<file path="src/rtl/seg7_scan_mux.sv">
// Time-multiplexed driver for a three-digit seven-segment display with
// per-slot blanking, leading-zero suppression and frame-coherent snapshots.
module seg7_scan_mux #(
   parameter int PRESCALE       = 4,
   parameter int SLOT_TICKS     = 4,
   parameter int BLANK_TICKS    = 1,
   parameter int SEG_ACTIVE_LOW = 0,
   parameter int DIG_ACTIVE_LOW = 0,
   parameter int LZB            = 1
) (
   input  logic       clk,
   input  logic       clrn,
   input  logic       en,
   input  logic [6:0] uni,
   input  logic [6:0] dez,
   input  logic [6:0] cen,
   output logic [6:0] seg,
   output logic [2:0] dig,
   output logic       frame_start
);

   typedef enum logic [1:0] {
      IDLE  = 2'd0,
      BLANK = 2'd1,
      SHOW  = 2'd2
   } state_t;

   localparam logic [15:0] PMAX   = 16'(PRESCALE - 1);
   localparam logic [7:0]  TLAST  = 8'(SLOT_TICKS - 1);
   localparam logic [7:0]  TBLANK = 8'(BLANK_TICKS);

   state_t      state, state_nx;
   logic [1:0]  idx, idx_nx;
   logic [15:0] pcnt, pcnt_nx;
   logic [7:0]  tcnt, tcnt_nx;
   logic [6:0]  snap_uni, snap_uni_nx;
   logic [6:0]  snap_dez, snap_dez_nx;
   logic [6:0]  snap_cen, snap_cen_nx;
   logic        fs_nx;
   logic [6:0]  seg_r, seg_nx;
   logic [2:0]  dig_r, dig_nx;
   logic        tick;
   logic        cen_blank, dez_blank;
   logic [6:0]  pat;

   assign tick = (pcnt == PMAX);

   always_comb begin
      state_nx    = state;
      idx_nx      = idx;
      pcnt_nx     = pcnt;
      tcnt_nx     = tcnt;
      snap_uni_nx = snap_uni;
      snap_dez_nx = snap_dez;
      snap_cen_nx = snap_cen;
      fs_nx       = 1'b0;

      if (state == IDLE) begin
         pcnt_nx = 16'd0;
         tcnt_nx = 8'd0;
         idx_nx  = 2'd0;
         if (en) begin
            state_nx    = BLANK;
            snap_uni_nx = uni;
            snap_dez_nx = dez;
            snap_cen_nx = cen;
            fs_nx       = 1'b1;
         end
      end else if (!en) begin
         // Disable wins over a coincident frame boundary: no new frame starts.
         state_nx = IDLE;
         pcnt_nx  = 16'd0;
         tcnt_nx  = 8'd0;
         idx_nx   = 2'd0;
      end else begin
         pcnt_nx = tick ? 16'd0 : pcnt + 16'd1;
         if (tick) begin
            if (tcnt == TLAST) begin
               tcnt_nx  = 8'd0;
               state_nx = BLANK;
               if (idx == 2'd2) begin
                  idx_nx      = 2'd0;
                  snap_uni_nx = uni;
                  snap_dez_nx = dez;
                  snap_cen_nx = cen;
                  fs_nx       = 1'b1;
               end else begin
                  idx_nx = idx + 2'd1;
               end
            end else begin
               tcnt_nx  = tcnt + 8'd1;
               state_nx = (tcnt_nx < TBLANK) ? BLANK : SHOW;
            end
         end
      end
   end

   // Outputs are computed from the next-state values so the registered
   // seg/dig line up with state and idx in the same cycle.
   always_comb begin
      cen_blank = (LZB != 0) && (snap_cen_nx == 7'h3F);
      dez_blank = cen_blank && (snap_dez_nx == 7'h3F);
      case (idx_nx)
         2'd0:    pat = snap_uni_nx;
         2'd1:    pat = dez_blank ? 7'h00 : snap_dez_nx;
         default: pat = cen_blank ? 7'h00 : snap_cen_nx;
      endcase
      seg_nx = 7'h00;
      dig_nx = 3'b000;
      if (state_nx == SHOW) begin
         seg_nx = pat;
         dig_nx = 3'b001 << idx_nx;
      end
   end

   always_ff @(posedge clk or negedge clrn) begin
      if (!clrn) begin
         state       <= IDLE;
         idx         <= 2'd0;
         pcnt        <= 16'd0;
         tcnt        <= 8'd0;
         snap_uni    <= 7'h00;
         snap_dez    <= 7'h00;
         snap_cen    <= 7'h00;
         frame_start <= 1'b0;
         seg_r       <= 7'h00;
         dig_r       <= 3'b000;
      end else begin
         state       <= state_nx;
         idx         <= idx_nx;
         pcnt        <= pcnt_nx;
         tcnt        <= tcnt_nx;
         snap_uni    <= snap_uni_nx;
         snap_dez    <= snap_dez_nx;
         snap_cen    <= snap_cen_nx;
         frame_start <= fs_nx;
         seg_r       <= seg_nx;
         dig_r       <= dig_nx;
      end
   end

   assign seg = (SEG_ACTIVE_LOW != 0) ? ~seg_r : seg_r;
   assign dig = (DIG_ACTIVE_LOW != 0) ? ~dig_r : dig_r;

endmodule
</file>
<file path="config.mk">
export PLATFORM = sky130hd
export DESIGN_NAME = seg7_scan_mux
export DESIGN_NICKNAME = d
export VERILOG_FILES = /design/src/rtl/seg7_scan_mux.sv
export SDC_FILE = /design/constraint.sdc
export NUM_CORES = 1
export LEC_CHECK = 0
export BUFFER_PORTS_ARGS = -buffer_cell sky130_fd_sc_hd__buf_2
export CORE_MARGIN = 4
export CORE_UTILIZATION = 45
export CTS_CLUSTER_DIAMETER = 30
export DETAILED_ROUTE_END_ITERATION = 16
export PLACE_DENSITY = 0.68
export SYNTH_ARGS = -nofsm -noshare
export SYNTH_HDL_FRONTEND = slang
export SYNTH_SLANG_ARGS = --single-unit
</file>
<file path="constraint.sdc">
create_clock -name clk -period 2.5 [get_ports clk]
set_input_delay 0.75 -clock clk [delete_from_list [all_inputs] [get_ports clk]]
set_output_delay 0.75 -clock clk [all_outputs]
set_load 0.005 [all_outputs]
</file>
; After elaboration in Yosys (flattened, before gate mapping)
; Cells that the tools add are included.
[word_totals]
register_bits = 60
in_bits = 24
elab_cells = 73
[op_classes]
addsub = 3
order_cmp = 1
eq_ne = 8
shifts = 1
n_mux = 47
reduce_logical = 3
[ops]
columns = cell, count
row1 = 7-bit two-way mux, 21
row2 = 16-bit two-way mux, 3
row3 = 8-bit two-way mux, 4
row4 = 2-bit two-way mux, 11
row5 = "16-bit by 1-bit adder with 16-bit output, second input constant", 1
row6 = "16-bit by 2-bit == test with 1-bit output, second input constant", 1
row7 = "7-bit by 6-bit == test with 1-bit output, second input constant", 2
row8 = 7-bit one-hot mux with 2 select lines, 1
row9 = "8-bit by 1-bit adder with 8-bit output, second input constant", 1
row10 = "8-bit by 2-bit == test with 1-bit output, second input constant", 1
row11 = "8-bit by 1-bit less-than comparator with 1-bit output, second input constant", 1
row12 = 1-bit two-way mux, 6
row13 = "2-bit == test, second input constant", 2
row14 = 2-bit logical NOT, 2
row15 = 3-bit two-way mux, 1
row16 = "3-bit by 1-bit inequality test with 1-bit output, second input constant", 1
row17 = "1-bit by 2-bit left shift with 3-bit output, first input constant", 1
row18 = "2-bit by 1-bit adder with 2-bit output, second input constant", 1
row19 = "2-bit by 1-bit == test with 1-bit output, second input constant", 1
row20 = 1-bit logical AND, 1

; Logic depth before layout (Yosys ltp)
[depth]
depth_word = 11
ltp_mapped = 9
mapped_depth_nobuf = 8

; Least setup slack after synthesis
; Ideal clock, no wire load.
[synth_path]
path_type = register to register
startpoint = register tcnt[0]
endpoint = register seg_r[0], in the netlist seg[0]
setup_time_ps = 138
t_arrival_ps = 2126
required_ps = 2362
setup_slack_ps = 236
stages_incl_launch_ff = 9
n_path_buf = 1
path_cell_list = dfrtp_1 -> ha_1 -> nor4b_4 -> nand4_1 -> o21ai_2 -> buf_6 -> mux2_2 -> o31ai_1 -> a21oi_1
[synth_between]
elab_chain_cells = 10
word_cells_on_any_way = 34
cone_classes = 1 x add/sub / 1 x order compare / 5 x eq/ne / 25 x mux / 2 x reduce/logical
[synth_rtl]
columns = element, line
row1 = from (decl), 35  ; logic [7:0] tcnt, tcnt_nx;
row2 = from (signal assigned), 132  ; tcnt <= tcnt_nx;
row3 = branches (longest 9 deep; another with 8-bit by 1-bit adder with 8-bit output), --
row4 = 7-bit two-way mux *, 110  ; if (state_nx == SHOW) begin
row5 = net seg_nx[0], 40  ; logic [6:0] seg_r, seg_nx;
row6 = to (signal assigned), 137  ; seg_r <= seg_nx;
row7 = to (decl), 40
; Mark *: on every way through the listed nets, which the timed path passes.
; A chain may end at the register's enable or synchronous reset.

; Worst setup path after layout
[layout_path]
startpoint = register tcnt[0]
endpoint = register seg_r[5], in the netlist seg[5]
[layout_between]
elab_chain_cells = 10
word_cells_on_any_way = 34
cone_classes = 1 x add/sub / 1 x order compare / 5 x eq/ne / 25 x mux / 2 x reduce/logical
[layout_rtl]
columns = element, line
row1 = 8-bit by 2-bit == test with 1-bit output *, 78  ; if (tcnt == TLAST) begin
row2 = 7-bit two-way mux *, 78
row3 = 7-bit two-way mux *, 77  ; if (tick) begin
row4 = 7-bit two-way mux *, 69  ; end else if (!en) begin
row5 = 7-bit two-way mux *, 58  ; if (state == IDLE) begin
row6 = net snap_cen_nx[5], 38  ; logic [6:0] snap_cen, snap_cen_nx;
row7 = 7-bit by 6-bit == test with 1-bit output, 101  ; cen_blank = (LZB != 0) && (snap_cen_nx == 7'h3F);
row8 = 1-bit logical AND, 102  ; dez_blank = cen_blank && (snap_dez_nx == 7'h3F);
row9 = 7-bit two-way mux, 105  ; 2'd1: pat = dez_blank ? 7'h00 : snap_dez_nx;
row10 = 7-bit one-hot mux with 2 select lines *, 103  ; case (idx_nx)
row11 = 7-bit two-way mux *, 110
row12 = net seg_nx[5], 40
; Mark *: on every way through the listed nets, which the timed path passes. The rest lies on a longest branch.

==> run metrics <==
Antenna Nets Post-Route 0; critical setup path kind flop to flop; worst path cell trace ha_2 > nor4b_4 > nand4_1 > o21ai_4 > buf_4 > buf_4 > mux2_2 > a31oi_2 > a311oi_2; CP peak stage delay 0.40 ns; vias in the first global route 2468; placed cell areas 3417 sq um; CP delay by family, top simple AND/OR/NAND/NOR gates; Syn Nets 310; # clock sinks 60; worst skew pair latency 0.34 ns; area leader, netlist dfrtp_1; Post-CTS Hold Fix Bufs 0; Syn Std Cell Area 3033 sq um; CTS H-tree lvls 3; RSZ-0062 raised after global routing yes; setup TNS 0 ns; DR vias 2449; Num CTS Buffers 9; Gate Count Post-Synth 284; Buf+Inv Stages, Crit Path 2; root buffer cell clkbuf_8; # setup viols final 0; Worst path most repeated cell buf_4; Yosys cell types 55; core area 6459 sq um; DRT Pass-1 Iters 4; first-pass GRT wire length 12.30 mm; most area-consuming cells after synthesis dfrtp_1 50%, mux2_2 8.5%, o21ai_0 3.3%; CP startpoint kind flop; initial antenna violation count 0; Final Cell Area 3729 sq um; overall die area 8117 sq um; type of the most critical hold path input pin to async pin; Die Span X 90.10 um; ANT cells 0; sequential share of power 0.501; post-synth top area share 0.4950; CTS tree yes; min Tclk post-route 2.432 ns; synthesis-to-finish area growth 22.94%; Net Sw Power 0.5393 mW; CP Max Fanout 8; Tcrit/Tclk final 0.9726; Clock power frac 0.388; GRT Total Usage 0.1865; Final Hold Fails 0; number of core rows 29; fmax 0.4113 GHz; RR Startpoint tcnt[0]$_DFFE_PN0P_; LEAKAGE 1.626 nW; Final Max Tran Viols 0; drt via density 5.695; worst vdd ir 0.2758 mV; r2r endpoint seg[5]$_DFF_PN0_; Die Ht 90.10 um; Post-DP HPWL 5.267 mm; EDFF count, synth 0; Critical Path AT 2.63 ns; I/O Buffers 34; Worst EP required 2.70 ns; Initial Utilization 0.4696; CTS max path bufs 2; most frequent cell after synthesis dfrtp_1; Worst-Margin Slew 0.4416 ns; R2R Setup Slk 0.07 ns; wire per inst 17.37 um; RePlAce Congestion 0.8658; Fin Clk Skew 0.01246 ns; endpoint class of the critical path flop; Seq/Total Area, Yosys 0.4950; DRT iter0 DRCs 173; Worst R2R Path Depth 9; FFs w/ async S/R, synth 1.000; outcome complete, no violations; clock-pin slew of the registers on the worst-case setup and hold paths 0.07 ns; power per cell area 573.6 nW/um^2; Yosys warning count 0; Util after Layout 0.5773; Top FF cell, synth dfrtp_1; pin count of the biggest net entering global routing 45; Comb power frac 0.110; Worst path slowest cell dfrtp_1; #FFs+latches synth 60; Ports 35; Hold Worst Slack 0.3557 ns; final net count 374; Synth top cells by count 60 x dfrtp_1, 23 x mux2_2, 21 x nor2_1; max cap viols 0; mean area per synthesized cell 10.68 sq um; final WL 7.470 mm; Internal 1.599 mW; DRC Markers 0; Slew HR 0.7056; sw frac 0.2522; layout cell share with drive strength beyond 1 0.3484; remaining global-route overflow 0
-- cells by family (layout without fill, tap and decap cells) --
family                     after synthesis  in the layout  share of synthesized area
adders and majority gates                2              2                   0.008250
DFF                                     60             60                     0.4950
buffers and inverters                   14             83                    0.02888
and+or+nand+nor                        117            117                     0.2240
AOI/OAI and AO/OA                       55             55                     0.1205
muxes                                   24             24                    0.08870
xor gates and xnor gates                12             12                    0.03465
-- through the flow --
| step | std cells | setup WS [ns] | power [mW] |
|---|---|---|---|
| 5_1_grt | 430 | -0.06822 | 2.235 |
| 3_5_place_dp | 408 | -0.04125 | 1.317 |
| 2_1_floorplan | 284 | 0.2363 | 1.213 |
| 6_report | 430 | 0.06849 | 2.139 |
| 3_3_place_gp | 408 | -0.0009142 | 1.311 |
| 4_1_cts | 425 | 0.03599 | 2.149 |
-- routing by layer --
layer  up-vias  part of all wire  global-route usage  routed length, um
met5         -                 0                   0                  0
met4         0             0.019             0.07398                145
met3        14             0.037             0.03255                273
met2        59              0.50              0.2925               3710
met1      1203              0.45              0.2568               3341
li1       1173                 -                   -                  -
-- worst max path at each step --
stage                             start                to  depth (start not counted)
global route        tcnt[0]$_DFFE_PN0P_  seg[5]$_DFF_PN0_                          9
CTS                   pcnt[8]$_DFF_PN0_  seg[5]$_DFF_PN0_                          8
global placement      pcnt[8]$_DFF_PN0_  seg[5]$_DFF_PN0_                          6
detailed placement    pcnt[8]$_DFF_PN0_  seg[5]$_DFF_PN0_                          6
floorplan           tcnt[0]$_DFFE_PN0P_  seg[0]$_DFF_PN0_                          8
finish              tcnt[0]$_DFFE_PN0P_  seg[5]$_DFF_PN0_                          9
-- registers in the layout (all words and copies together) (netlist names) --
register,count
dig,3
frame_start,1
idx,2
pcnt,16
seg,7
snap_cen,7
snap_dez,7
snap_uni,7
state,2
tcnt,8
-- power by group through the flow --
stage          logic [mW]  registers, mW  clock network (mW)
2_1_floorplan       0.134           1.08                   0
3_3_place_gp        0.225           1.09                   0
3_5_place_dp        0.229           1.09                   0
4_1_cts             0.230           1.07               0.848
5_1_grt             0.259           1.08               0.897
6_report            0.236           1.07               0.831
-- cell type report --
cell class | count | area [sq um]
Clock buffer | 10 | 127.6
Clock inverter | 6 | 55.05
Fill cell | 561 | 2730
Inverter | 6 | 35.03
Multi-Input combinational cell | 210 | 1524
Sequential cell | 60 | 1501
Tap cell | 77 | 96.34
Timing Repair Buffer | 61 | 389.1
-- placed cells by master, fill, tap and decap left out, types with 6 or more instances in the layout --
cell and count:
nand2_1 19, o211ai_1 6, dfrtp_1 60, buf_4 25
and3_1 12, o21ai_0 20, nand4_1 12, clkbuf_8 9
a21oi_1 11, buf_2 34, or3_1 6, mux2_2 23
xor2_1 8, nand3_1 19, nor2_1 20
-- timing repair --
action / 4_1_cts / 5_1_grt
setup buffers: 1 / 5
pin swaps: 1 / 4
setup endpoints to repair: 1 / 8
gates resized for setup: 0 / 15
Power figures use the tool's default switching activity.
